===== src/rtl/fft_frame_packer.sv =====
// ---------------------------------------------------------------------------
// fft_frame_packer
//
// Read-side consumer of the prefetch FIFO feeding the audio FFT core. It pops
// samples through the FIFO valid/enable handshake and re-emits them as a
// valid/ready stream. The stream is cut into frames of (cfg_frame_len_m1 + 1)
// samples, with sop on the first beat and eop on the last beat of each frame.
// A flush pulse closes a partially filled frame by padding it with zero
// samples up to the latched frame length.
//
// Ports
//   rd_clk            FIFO read clock
//   rd_rst            asynchronous active-high reset
//   fifo_rd_data      prefetched FIFO read data
//   fifo_rd_vld       FIFO output valid
//   fifo_rd_en        FIFO pop; a word transfers on fifo_rd_vld & fifo_rd_en
//   cfg_frame_len_m1  frame length minus one, latched at each sop
//   flush             single-cycle request to pad the open frame
//   m_data/m_valid/m_ready  output stream
//   m_sop/m_eop       first/last beat of a frame, qualified by m_valid
//   frame_cnt         completed (eop handshaken) frames, wraps
//   busy              a frame is open (PASS or PAD)
// ---------------------------------------------------------------------------
module fft_frame_packer #(
  parameter int DATA_W      = 32,
  parameter int FRAME_LEN_W = 10,
  parameter int FCNT_W      = 16
) (
  input  logic                   rd_clk,
  input  logic                   rd_rst,
  input  logic [DATA_W-1:0]      fifo_rd_data,
  input  logic                   fifo_rd_vld,
  output logic                   fifo_rd_en,
  input  logic [FRAME_LEN_W-1:0] cfg_frame_len_m1,
  input  logic                   flush,
  output logic [DATA_W-1:0]      m_data,
  output logic                   m_valid,
  input  logic                   m_ready,
  output logic                   m_sop,
  output logic                   m_eop,
  output logic [FCNT_W-1:0]      frame_cnt,
  output logic                   busy
);

  typedef enum logic [1:0] {
    IDLE = 2'd0,
    PASS = 2'd1,
    PAD  = 2'd2
  } state_t;

  localparam logic [FRAME_LEN_W:0] CNT_ONE  = (FRAME_LEN_W+1)'(1);
  localparam logic [FCNT_W-1:0]    FCNT_ONE = FCNT_W'(1);

  state_t                 state, state_nxt;
  logic [FRAME_LEN_W:0]   cnt, cnt_nxt;
  logic [FRAME_LEN_W-1:0] len, len_nxt;
  logic [FRAME_LEN_W:0]   len_ext;
  logic                   load;
  logic                   rd_en_int;
  logic                   pop;
  logic                   cnt_last;

  // Beat presented to the output register this cycle.
  logic                   beat_vld_p0;
  logic [DATA_W-1:0]      beat_data_p0;
  logic                   beat_sop_p0;
  logic                   beat_eop_p0;

  // The output register can accept a new beat when empty or being drained.
  assign load      = ~m_valid | m_ready;
  // No pops while padding; rd_rst gates the enable combinationally so the
  // FIFO never loses a word during reset.
  assign rd_en_int = ~rd_rst & load & (state != PAD);
  assign fifo_rd_en = rd_en_int;
  assign pop       = fifo_rd_vld & rd_en_int;

  // cnt is one bit wider than len so len = all-ones still terminates.
  assign len_ext   = {1'b0, len};
  assign cnt_last  = (cnt == len_ext);
  assign busy      = (state != IDLE);

  // Next-state and beat generation
  always_comb begin
    state_nxt    = state;
    cnt_nxt      = cnt;
    len_nxt      = len;
    beat_vld_p0  = 1'b0;
    beat_data_p0 = fifo_rd_data;
    beat_sop_p0  = 1'b0;
    beat_eop_p0  = 1'b0;

    case (state)
      IDLE: begin
        if (pop) begin
          beat_vld_p0 = 1'b1;
          beat_sop_p0 = 1'b1;
          len_nxt     = cfg_frame_len_m1;
          cnt_nxt     = CNT_ONE;
          if (cfg_frame_len_m1 == '0) begin
            // Single-sample frame: sop and eop on the same beat.
            beat_eop_p0 = 1'b1;
          end else begin
            state_nxt = PASS;
          end
        end
      end

      PASS: begin
        if (pop) begin
          beat_vld_p0 = 1'b1;
          if (cnt_last) begin
            beat_eop_p0 = 1'b1;
            cnt_nxt     = '0;
            state_nxt   = IDLE;
          end else begin
            cnt_nxt = cnt + CNT_ONE;
          end
        end
        // A flush that coincides with the frame's own eop has nothing left
        // to pad, so it is dropped.
        if (flush && !(pop && cnt_last)) begin
          state_nxt = PAD;
        end
      end

      PAD: begin
        if (load) begin
          beat_vld_p0  = 1'b1;
          beat_data_p0 = '0;
          if (cnt_last) begin
            beat_eop_p0 = 1'b1;
            cnt_nxt     = '0;
            state_nxt   = IDLE;
          end else begin
            cnt_nxt = cnt + CNT_ONE;
          end
        end
      end

      default: begin
        state_nxt = IDLE;
        cnt_nxt   = '0;
      end
    endcase
  end

  // Frame control registers
  always_ff @(posedge rd_clk or posedge rd_rst) begin
    if (rd_rst) begin
      state <= IDLE;
      cnt   <= '0;
      len   <= '0;
    end else begin
      state <= state_nxt;
      cnt   <= cnt_nxt;
      len   <= len_nxt;
    end
  end

  // Output register stage (_p0 beat -> m_*); holds while stalled
  always_ff @(posedge rd_clk or posedge rd_rst) begin
    if (rd_rst) begin
      m_valid <= 1'b0;
      m_data  <= '0;
      m_sop   <= 1'b0;
      m_eop   <= 1'b0;
    end else if (load) begin
      m_valid <= beat_vld_p0;
      if (beat_vld_p0) begin
        m_data <= beat_data_p0;
        m_sop  <= beat_sop_p0;
        m_eop  <= beat_eop_p0;
      end
    end
  end

  // Completed-frame counter, advanced when an eop beat is accepted
  always_ff @(posedge rd_clk or posedge rd_rst) begin
    if (rd_rst) begin
      frame_cnt <= '0;
    end else if (m_valid && m_ready && m_eop) begin
      frame_cnt <= frame_cnt + FCNT_ONE;
    end
  end

endmodule

===== config.mk =====
export PLATFORM = sky130hd
export DESIGN_NAME = fft_frame_packer
export DESIGN_NICKNAME = d
export VERILOG_FILES = /design/src/rtl/fft_frame_packer.sv
export SDC_FILE = /design/constraint.sdc
export NUM_CORES = 1
export LEC_CHECK = 0
export CORE_MARGIN = 5
export CORE_UTILIZATION = 49
export CTS_BUF_LIST = sky130_fd_sc_hd__clkbuf_2
export DETAILED_ROUTE_END_ITERATION = 10
export GPL_ROUTABILITY_DRIVEN = 0
export PLACE_DENSITY = 0.8
export SYNTH_ARGS = -nofsm -noshare
export SYNTH_HDL_FRONTEND = slang
export SYNTH_SLANG_ARGS = --single-unit

===== constraint.sdc =====
create_clock -name rd_clk -period 2.8 [get_ports rd_clk]
set_input_delay 0.56 -clock rd_clk [delete_from_list [all_inputs] [get_ports rd_clk]]
set_output_delay 0.56 -clock rd_clk [all_outputs]
set_load 0.01 [all_outputs]

==> impl_metrics.csv, run 1 <==
group,metric,value,unit
sta,period_needed,2.63,ns
power_and_ir_drop,power_frac_comb,46.6,%
layout,num_antenna_cells,0,
floorplanning,die_y,94.9,um
clock_tree,htreeDepth,3,
sta,rsz0062_at_grt,"false",
status,status,"finished clean",
synthesis,syn_nets,402,
clock_tree,worstSkewPairLatency,0.49,ns
global_routing,antenna_found_initial,0,
clock_tree,cts.sinks,74,
critical_path,path_buf_inv,2,
sta,tns,0,ns
critical_path,startpoint_type,"flop",
route,viasPerCell,5.21,
layout,drive_gt1_share,8.41,%
clock_tree,tritoncts,"done",
layout,utilization,66.3,%
floorplanning,rows,31,
hold_path,hp-class,"reg2reg",
power_and_ir_drop,p_int,2.65,mW
critical_path,worstSetupPathType,"reg2out",
synthesis,synth-seq-cells,74,
synthesis,yosysSeqAreaShare,52.4,%
power_and_ir_drop,powerDensity,895,nW/um^2
clock_tree,cts_resized,0,
synthesis,async_flop_share,100,%
floorplanning,fp.dieW,94.9,um
route,num_vias,2871,
placement,dp.cells,535,
power_and_ir_drop,p_switching,1.58,mW
layout,syn_to_final_growth,34.0,%
sta,postLayoutSetupSlackWorst,0.166,ns
critical_path,critical-path-max-stage-delay,0.56,ns
route,first_iter_violations,120,
global_routing,overflow,0,
synthesis,synth.distinct_cells,42,
placement,pre_cts_ws,0.271,ns
synthesis,syn-mean-instance-area,10.1,um^2
route,wirelength,8200,um
sta,min_period_over_period,94.1,%
global_routing,grt_pass1_wl,13000,um
synthesis,synth_top_area_share,52.4,%
sta,worst_pin_slew,0.907,ns
synthesis,synth_edf_count,0,
critical_path,path_max_fanout,5,
power_and_ir_drop,p_leak,2.01,nW
placement,portBuffers,99,
global_routing,grt_pass1_vias,2748,
clock_tree,postCtsHoldBufs,0,
sta,skew,0.0125,ns
route,firstDrtPassIters,4,
critical_path,arrival,2.07,ns
flow_run,maxCapViolations,0,
layout,stdcell_count,551,
synthesis,synthFlopType,"dfrtp_1",
synthesis,yosys_warnings,0,
global_routing,grt_use_total,18.8,%
power_and_ir_drop,clockPowerShare,13.1,%
synthesis,yosysMostFrequentCell,"dfrtp_1",
power_and_ir_drop,ir_drop,0.000460,V
layout,nNetsFinal,501,
floorplanning,ios,100,
critical_path,cp_top_family,"buffers and inverters",
clock_tree,post_cts_buffers,0,
clock_tree,cts_inserted_buffers,9,
placement,dp_hpwl,6190,um
synthesis,synthTopCellsByArea,"dfrtp_1, nand3_1, xnor2_1",
critical_path,crit_chain,"inv_1 -> ha_1 -> nor3_1 -> clkdlybuf4s50_1",
synthesis,netlist_instances,348,
critical_path,critPathRequiredTime,2.24,ns
synthesis,mappedNetlistArea,3530,um^2
power_and_ir_drop,power,4.23,mW
route,antenna_left,0,
power_and_ir_drop,power_frac_seq,40.3,%
critical_path,worst_setup_path_end_kind,"output port",
global_routing,grt_max_degree,75,
critical_path,worst_path_max_delay_cell,"clkdlybuf4s50_1",
clock_tree,cts-root-buf,"clkbuf_2",
sta,drv_slew,0,
floorplanning,die_area,9000,um^2
sta,setup_violations,0,
clock_tree,cts_max_path_buffers,2,
route,wl_per_cell,14.9,um
sta,fmax,0.380,GHz
sta,timing.final.hold_violations,0,
synthesis,yosysTopAreaCell,"dfrtp_1",
synthesis,synth_commonest_cells,"dfrtp_1, nand3_1, inv_1",
route,drc_errors,0,
clock_tree,clk_pin_slew_worst_paths,0.19,ns
floorplanning,initial_core_util,49.5,%
power_and_ir_drop,swShare,37.4,%
sta,max_slew_margin,39.5,%
floorplanning,core,7140,um^2
## state kept, by name, summed over array words and instances, names as in the netlist
register and count:
state 2, m_valid 1, frame_cnt 16, m_sop 1, m_eop 1, len 10, m_data 32, cnt 11
## kinds of logic after synthesis
kind of cell,Yosys count,synth area share (%)
AO/OA/AOI/OAI,53,9.36
flip-flops,74,52.4
multiplexers,14,4.36
adder cells (fa/ha/maj),7,2.48
XOR/XNOR,33,8.19
buffers and inverters,59,6.87
AND/OR/NAND/NOR,108,16.3
## final cells by class
class                   count  area [um^2]
multi-input cells         215         1440
well taps                  99          124
clock buffers               9         45.0
clock inverters             7         60.1
flip-flops and latches     74         1850
fillers                   589         2400
inverters                  42          161
repair buffers            105         1050
## metal layers
| layer | wire length (um) | share of wire [%] | GRT usage (%) |
|---|---|---|---|
| met1 | 3490 | 43 | 22.9 |
| met2 | 4050 | 49 | 31.8 |
| met3 | 597 | 7.3 | 6.14 |
| met4 | 60 | 0.73 | 5.41 |
| met5 | 0 | 0 | 0 |
## cell usage in the layout, fill, tap and decap left out, drive strengths merged, types with 3 or more instances in the layout
cell type	count
clkdlybuf4s50	99
dfrtp	74
nand3	42
inv	40
o21ai	37
xnor2	24
nor2	18
nand4	11
mux2	11
xor2	9
clkbuf	9
nand2	8
ha	7
clkinv	7
nor4b	6
buf	6
nor3	5
nor4	4
mux2i	3
a21oi	3
a31oi	3
## worst paths after layout
path | start | to | slack, ns | cells past startpoint
max reg2reg | cnt[0]$_DFFE_PP0P_ | cnt[6]$_DFFE_PP0P_ | 0.54 | 5
max in group asynchronous | rd_rst | cnt[8]$_DFFE_PP0P_ | 1.46 | 3
min reg2reg | frame_cnt[7]$_DFFE_PP0P_ | frame_cnt[7]$_DFFE_PP0P_ | 0.51 | 1
min in group asynchronous | rd_rst | m_data[4]$_DFFE_PP0P_ | 0.76 | 3
max | state[0]$_DFFE_PP0P_ | fifo_rd_en | 0.17 | 4
min | frame_cnt[7]$_DFFE_PP0P_ | frame_cnt[7]$_DFFE_PP0P_ | 0.51 | 1
## power groups by stage
| stage | sequential, mW | combinational (mW) | clock, mW |
|---|---|---|---|
| 2_1_floorplan | 1.80 | 1.01 | 0 |
| 3_3_place_gp | 1.71 | 1.94 | 0 |
| 4_1_cts | 1.70 | 2.00 | 0.573 |
| 6_report | 1.70 | 1.97 | 0.556 |
| 3_5_place_dp | 1.73 | 1.99 | 0 |
| 5_1_grt | 1.76 | 2.18 | 0.617 |
## stage by stage
stage,area [um^2],hold WS (ns)
6_report,4730,0.512
5_1_grt,4730,0.538
4_1_cts,4730,0.516
3_5_place_dp,4630,0.490
3_3_place_gp,4630,0.461
2_1_floorplan,3530,0.499
Note: power is estimated with default switching activity, not from simulation.
==> inputs of run 2 (changes only) <==
--- a/config.mk
+++ b/config.mk
@@ -5,7 +5,7 @@
 export SDC_FILE = /design/constraint.sdc
 export NUM_CORES = 1
 export LEC_CHECK = 0
-export CORE_MARGIN = 5
+export CORE_MARGIN = 10
 export CORE_UTILIZATION = 49
 export CTS_BUF_LIST = sky130_fd_sc_hd__clkbuf_2
 export DETAILED_ROUTE_END_ITERATION = 10
==> run 2 against run 1 <==
Non-clock buffer count is the same. Clock skew grew 0.034 ns. Sequential cell count is the same. Register-to-register slack lost 0.05 ns. Global-route usage shrank 2.5 points. Critical path type unchanged. Largest power group unchanged. Highest routed layer unchanged.
==> impl_metrics.csv, run 2 (synthesis results as in run 1) <==
group,metric,value,unit
critical_path,worstSetupPathType,"reg2out",
layout,syn_to_final_growth,34.3,%
route,num_vias,2907,
clock_tree,worstSkewPairLatency,0.53,ns
critical_path,worst_setup_path_end_kind,"output port",
status,status,"finished clean",
critical_path,r2r_end,"cnt[2]$_DFFE_PP0P_",
layout,reg_top3,"m_data: 32 flops, frame_cnt: 16 flops, cnt: 11 flops",
global_routing,met2_usage,25.4,%
critical_path,reg2reg_slack,0.49,ns
sta,rsz0062_at_grt,"false",
sta,min_period_over_period,95.3,%
layout,num_antenna_cells,0,
route,viasPerCell,5.30,
sta,timing.final.hold_violations,0,
route,wl_per_cell,16.2,um
critical_path,critPathRequiredTime,2.24,ns
critical_path,arrival,2.11,ns
power_and_ir_drop,p_leak,2.02,nW
sta,period_needed,2.67,ns
global_routing,overflow,0,
layout,largest_register,"m_data",
global_routing,antenna_found_initial,0,
floorplanning,die_y,105,um
clock_tree,htreeDepth,3,
hold_path,hp-class,"reg2reg",
sta,fmax,0.375,GHz
clock_tree,cts-root-buf,"clkbuf_2",
sta,skew,0.0470,ns
global_routing,met3_usage,4.05,%
layout,seqCellArea,1850,um^2
global_routing,grt_pass1_wl,14800,um
power_and_ir_drop,powerDensity,908,nW/um^2
critical_path,startpoint_type,"flop",
critical_path,r2r_start,"cnt[0]$_DFFE_PP0P_",
route,drc_errors,0,
layout,utilization,68.7,%
layout,nFillCells,575,
layout,multiInputGateArea,1440,um^2
floorplanning,initial_core_util,51.1,%
layout,layout_commonest_cell,"clkdlybuf4s50_1",
global_routing,grt_max_degree,75,
power_and_ir_drop,power,4.31,mW
critical_path,endpoint,"fifo_rd_en",
global_routing,grt_pass1_vias,2880,
placement,pre_cts_ws,0.298,ns
clock_tree,cts.sinks,74,
layout,drive_gt1_share,9.07,%
placement,portBuffers,99,
placement,dp_hpwl,6740,um
flow_run,maxCapViolations,0,
sta,max_slew_margin,40.1,%
layout,nNetsFinal,501,
clock_tree,cts_inserted_buffers,9,
sta,worst_pin_slew,0.898,ns
clock_tree,post_cts_buffers,0,
floorplanning,core,6910,um^2
sta,tns,0,ns
sta,drv_slew,0,
global_routing,groute.layer.met1.usage,21.2,%
floorplanning,fp.dieW,105,um
route,antenna_left,0,
layout,largest_reg_flops,32,
power_and_ir_drop,ir_drop,0.000410,V
critical_path,path_max_fanout,5,
floorplanning,ios,100,
sta,hold_slack,0.482,ns
critical_path,startpoint,"state[0]$_DFFE_PP0P_",
layout,layout_common_cells,"clkdlybuf4s50_1, dfrtp_1, nand3_1",
sta,postLayoutSetupSlackWorst,0.131,ns
clock_tree,clk_pin_slew_worst_paths,0.23,ns
clock_tree,tritoncts,"done",
sta,setup_violations,0,
route,first_iter_violations,149,
global_routing,grt_busiest_layer,"met2",
route,firstDrtPassIters,6,
global_routing,grt_use_total,16.2,%
clock_tree,cts_max_path_buffers,2,
floorplanning,rows,30,
critical_path,reg2reg_depth,5,
route,wirelength,8860,um
floorplanning,die_area,11000,um^2
run 2: cell count changes in the layout (fill, tap and decap cells not counted), sizes merged:
cell	delta
clkinv	-3
inv	+3
run 2: layer usage:
metal  routed length [um]  part of all wire [%]
met5                    0                     0
met4                  107                   1.2
met3                  619                   7.0
met2                 4090                    46
met1                 4040                    46
run 2: layout make-up:
class                           instances  area share, %
Sequential cell                        74           39.1
Multi-Input combinational cell        215           30.4
Timing Repair Buffer                  105           22.1
Inverter                               42           3.40
Tap cell                               96           2.53
Clock inverter                          7           1.56
Clock buffer                            9          0.950
run 2: worst min-delay path by stage:
stage	start	to	slack (ns)	cells past startpoint
after floorplan	len[0]$_DFFE_PP0P_	len[0]$_DFFE_PP0P_	0.50	1
after detailed placement	frame_cnt[15]$_DFFE_PP0P_	frame_cnt[15]$_DFFE_PP0P_	0.46	1
after global placement	frame_cnt[15]$_DFFE_PP0P_	frame_cnt[15]$_DFFE_PP0P_	0.46	1
after global routing	frame_cnt[15]$_DFFE_PP0P_	frame_cnt[15]$_DFFE_PP0P_	0.51	1
final	frame_cnt[15]$_DFFE_PP0P_	frame_cnt[15]$_DFFE_PP0P_	0.48	1
after CTS	frame_cnt[15]$_DFFE_PP0P_	frame_cnt[15]$_DFFE_PP0P_	0.49	1
run 2: critical path, stage by stage, from the launching register on:
cell	delay, ns
dfrtp_2	0.46
inv_1	0.08
ha_1	0.26
nor3_1	0.21
clkdlybuf4s50_1	0.59
run 2: power breakdown:
group          total [mW]  switching, mW  internal, mW  leakage [nW]
clock               0.611          0.397         0.213        0.0747
sequential           1.71          0.267          1.44         0.949
combinational        1.99          0.978          1.01         0.994
total                4.31           1.64          2.67          2.02
run 2: what timing repair did:
item | CTS | global route
hold buffers | 0 | 0
resized for setup | 0 | 1
setup endpoints to repair | 0 | 2
run 2: metrics by stage:
| stage | std cells | area, um^2 |
|---|---|---|
| after global placement | 532 | 4620 |
| after detailed placement | 532 | 4620 |
| after floorplan | 348 | 3530 |
| after global routing | 548 | 4740 |
| after CTS | 548 | 4740 |
| final | 548 | 4740 |
==> inputs of run 3 (changes only) <==
--- a/config.mk
+++ b/config.mk
@@ -7,7 +7,7 @@
 export LEC_CHECK = 0
 export CORE_MARGIN = 10
 export CORE_UTILIZATION = 49
-export CTS_BUF_LIST = sky130_fd_sc_hd__clkbuf_2
+export CTS_BUF_LIST = sky130_fd_sc_hd__clkbuf_8
 export DETAILED_ROUTE_END_ITERATION = 10
 export GPL_ROUTABILITY_DRIVEN = 0
 export PLACE_DENSITY = 0.8
==> run 3 against run 2 <==
Via count increased by 0.48%. Critical path depth unchanged. Count of clock-buffer cells in the layout is 1 higher.
==> impl_metrics.csv, run 3 (synthesis results as in run 1) <==
group,metric,value,unit
critical_path,r2r_start,"state[0]$_DFFE_PP0P_",
hold_path,holdPathStages,1,
route,firstDrtPassIters,4,
power_and_ir_drop,p_leak,2.05,nW
global_routing,overflow,0,
clock_tree,post_cts_buffers,0,
clock_tree,cts_max_path_buffers,2,
clock_tree,cts_resized,0,
sta,period_needed,2.51,ns
layout,stdcell_count,548,
placement,dp.cells,532,
clock_tree,cts.sinks,74,
floorplanning,ios,100,
global_routing,grt_max_degree,75,
clock_tree,worstSkewPairLatency,0.36,ns
power_and_ir_drop,swShare,36.6,%
critical_path,worst_path_max_delay_cell,"clkdlybuf4s50_1",
layout,num_antenna_cells,0,
critical_path,r2r_end,"cnt[2]$_DFFE_PP0P_",
power_and_ir_drop,ir_drop,0.000367,V
floorplanning,die_area,11000,um^2
critical_path,cp_top_family,"buffers and inverters",
power_and_ir_drop,power_frac_comb,43.6,%
layout,layout_common_cells,"clkdlybuf4s50_1, dfrtp_1, nand3_1",
critical_path,worstSetupPathType,"reg2out",
route,antenna_left,0,
power_and_ir_drop,powerDensity,948,nW/um^2
critical_path,startpoint_type,"flop",
floorplanning,fp.dieW,105,um
floorplanning,core,6910,um^2
route,wl_per_cell,16.5,um
sta,fmax,0.399,GHz
route,wirelength,9060,um
layout,utilization,69.9,%
layout,multiInputGateArea,1440,um^2
layout,largest_reg_flops,32,
layout,drive_gt1_share,9.07,%
layout,reg_top3,"m_data: 32 flops, frame_cnt: 16 flops, cnt: 11 flops",
hold_path,whs_endpoint,"frame_cnt[15]$_DFFE_PP0P_",
floorplanning,initial_core_util,51.1,%
layout,seqCellArea,1850,um^2
sta,timing.final.hold_violations,0,
route,viasPerCell,5.33,
sta,rsz0062_at_grt,"false",
clock_tree,tritoncts,"done",
sta,max_slew_margin,38.9,%
critical_path,path_max_fanout,5,
clock_tree,cts_inserted_buffers,9,
placement,dp_hpwl,6740,um
hold_path,hp-class,"reg2reg",
power_and_ir_drop,p_switching,1.68,mW
layout,syn_to_final_growth,36.8,%
clock_tree,cts-root-buf,"clkbuf_8",
critical_path,worst_setup_path_end_kind,"output port",
critical_path,reg2reg_depth,7,
floorplanning,rows,30,
critical_path,path_buf_inv,2,
sta,skew,0.0174,ns
route,first_iter_violations,148,
sta,tns,0,ns
critical_path,crit_cells,4,
sta,hold_slack,0.468,ns
clock_tree,htreeDepth,3,
clock_tree,clk_pin_slew_worst_paths,0.09,ns
critical_path,critical-path-max-stage-delay,0.59,ns
layout,nFillCells,568,
critical_path,reg2reg_slack,0.52,ns
global_routing,antenna_found_initial,0,
layout,layout_commonest_cell,"clkdlybuf4s50_1",
route,num_vias,2921,
power_and_ir_drop,p_int,2.90,mW
sta,drv_slew,0,
critical_path,crit_chain,"inv_1 -> ha_1 -> nor3_1 -> clkdlybuf4s50_1",
critical_path,startpoint,"state[0]$_DFFE_PP0P_",
power_and_ir_drop,power_frac_seq,37.3,%
global_routing,grt_use_total,16.5,%
route,drc_errors,0,
global_routing,grt_pass1_wl,15100,um
sta,min_period_over_period,89.5,%
placement,portBuffers,99,
status,status,"finished clean",
critical_path,arrival,1.95,ns
sta,worst_pin_slew,0.916,ns
global_routing,grt_pass1_vias,2899,
clock_tree,postCtsHoldBufs,0,
power_and_ir_drop,clockPowerShare,19.0,%
critical_path,critPathRequiredTime,2.24,ns
flow_run,maxCapViolations,0,
hold_path,min_from,"frame_cnt[15]$_DFFE_PP0P_",
layout,nNetsFinal,501,
layout,largest_register,"m_data",
sta,setup_violations,0,
floorplanning,die_y,105,um
-- run 3: cell count changes in the layout (fill, tap and decap cells not counted) --
| cell | delta |
|---|---|
| clkbuf_8 | +10 |
| clkbuf_2 | -9 |
| dfrtp_2 | -1 |
| dfrtp_1 | +1 |
| clkinv_1 | -1 |
-- run 3: per-stage QoR --
stage                     instance area [um^2]  power [mW]  setup WS (ns)
after floorplan                           3530        2.81         0.0740
after global placement                    4620        3.67          0.362
after detailed placement                  4620        3.74          0.298
after CTS                                 4830        4.61          0.281
after global routing                      4830        4.88          0.214
final                                     4830        4.58          0.293
-- run 3: worst max path at each step --
stage / slack [ns] / endpoint
after floorplan: 0.07 / m_data[19]$_DFFE_PP0P_
after global placement: 0.36 / cnt[6]$_DFFE_PP0P_
after detailed placement: 0.30 / cnt[10]$_DFFE_PP0P_
after CTS: 0.28 / fifo_rd_en
after global routing: 0.21 / fifo_rd_en
final: 0.29 / fifo_rd_en
-- run 3: power groups by stage --
stage,combinational (mW),clock (mW),sequential (mW)
2_1_floorplan,1.01,0,1.80
3_3_place_gp,1.96,0,1.71
3_5_place_dp,2.01,0,1.73
4_1_cts,2.02,0.877,1.71
5_1_grt,2.20,0.924,1.76
6_report,2.00,0.870,1.71
-- run 3: area by class of cell --
type	instances	area share, %
multi-input combinational	215	29.8
sequential	74	38.3
inverter	42	3.34
timing repair buffer	105	21.7
clock buffer	10	2.85
tap	96	2.49
clock inverter	6	1.45
-- run 3: layer usage --
metal,part of all wire (%),vias up,GRT usage (%)
li1,-,1395,-
met1,45,1402,21.4
met2,46,110,25.8
met3,7.5,14,4.48
met4,1.3,0,6.08
met5,0,-,0
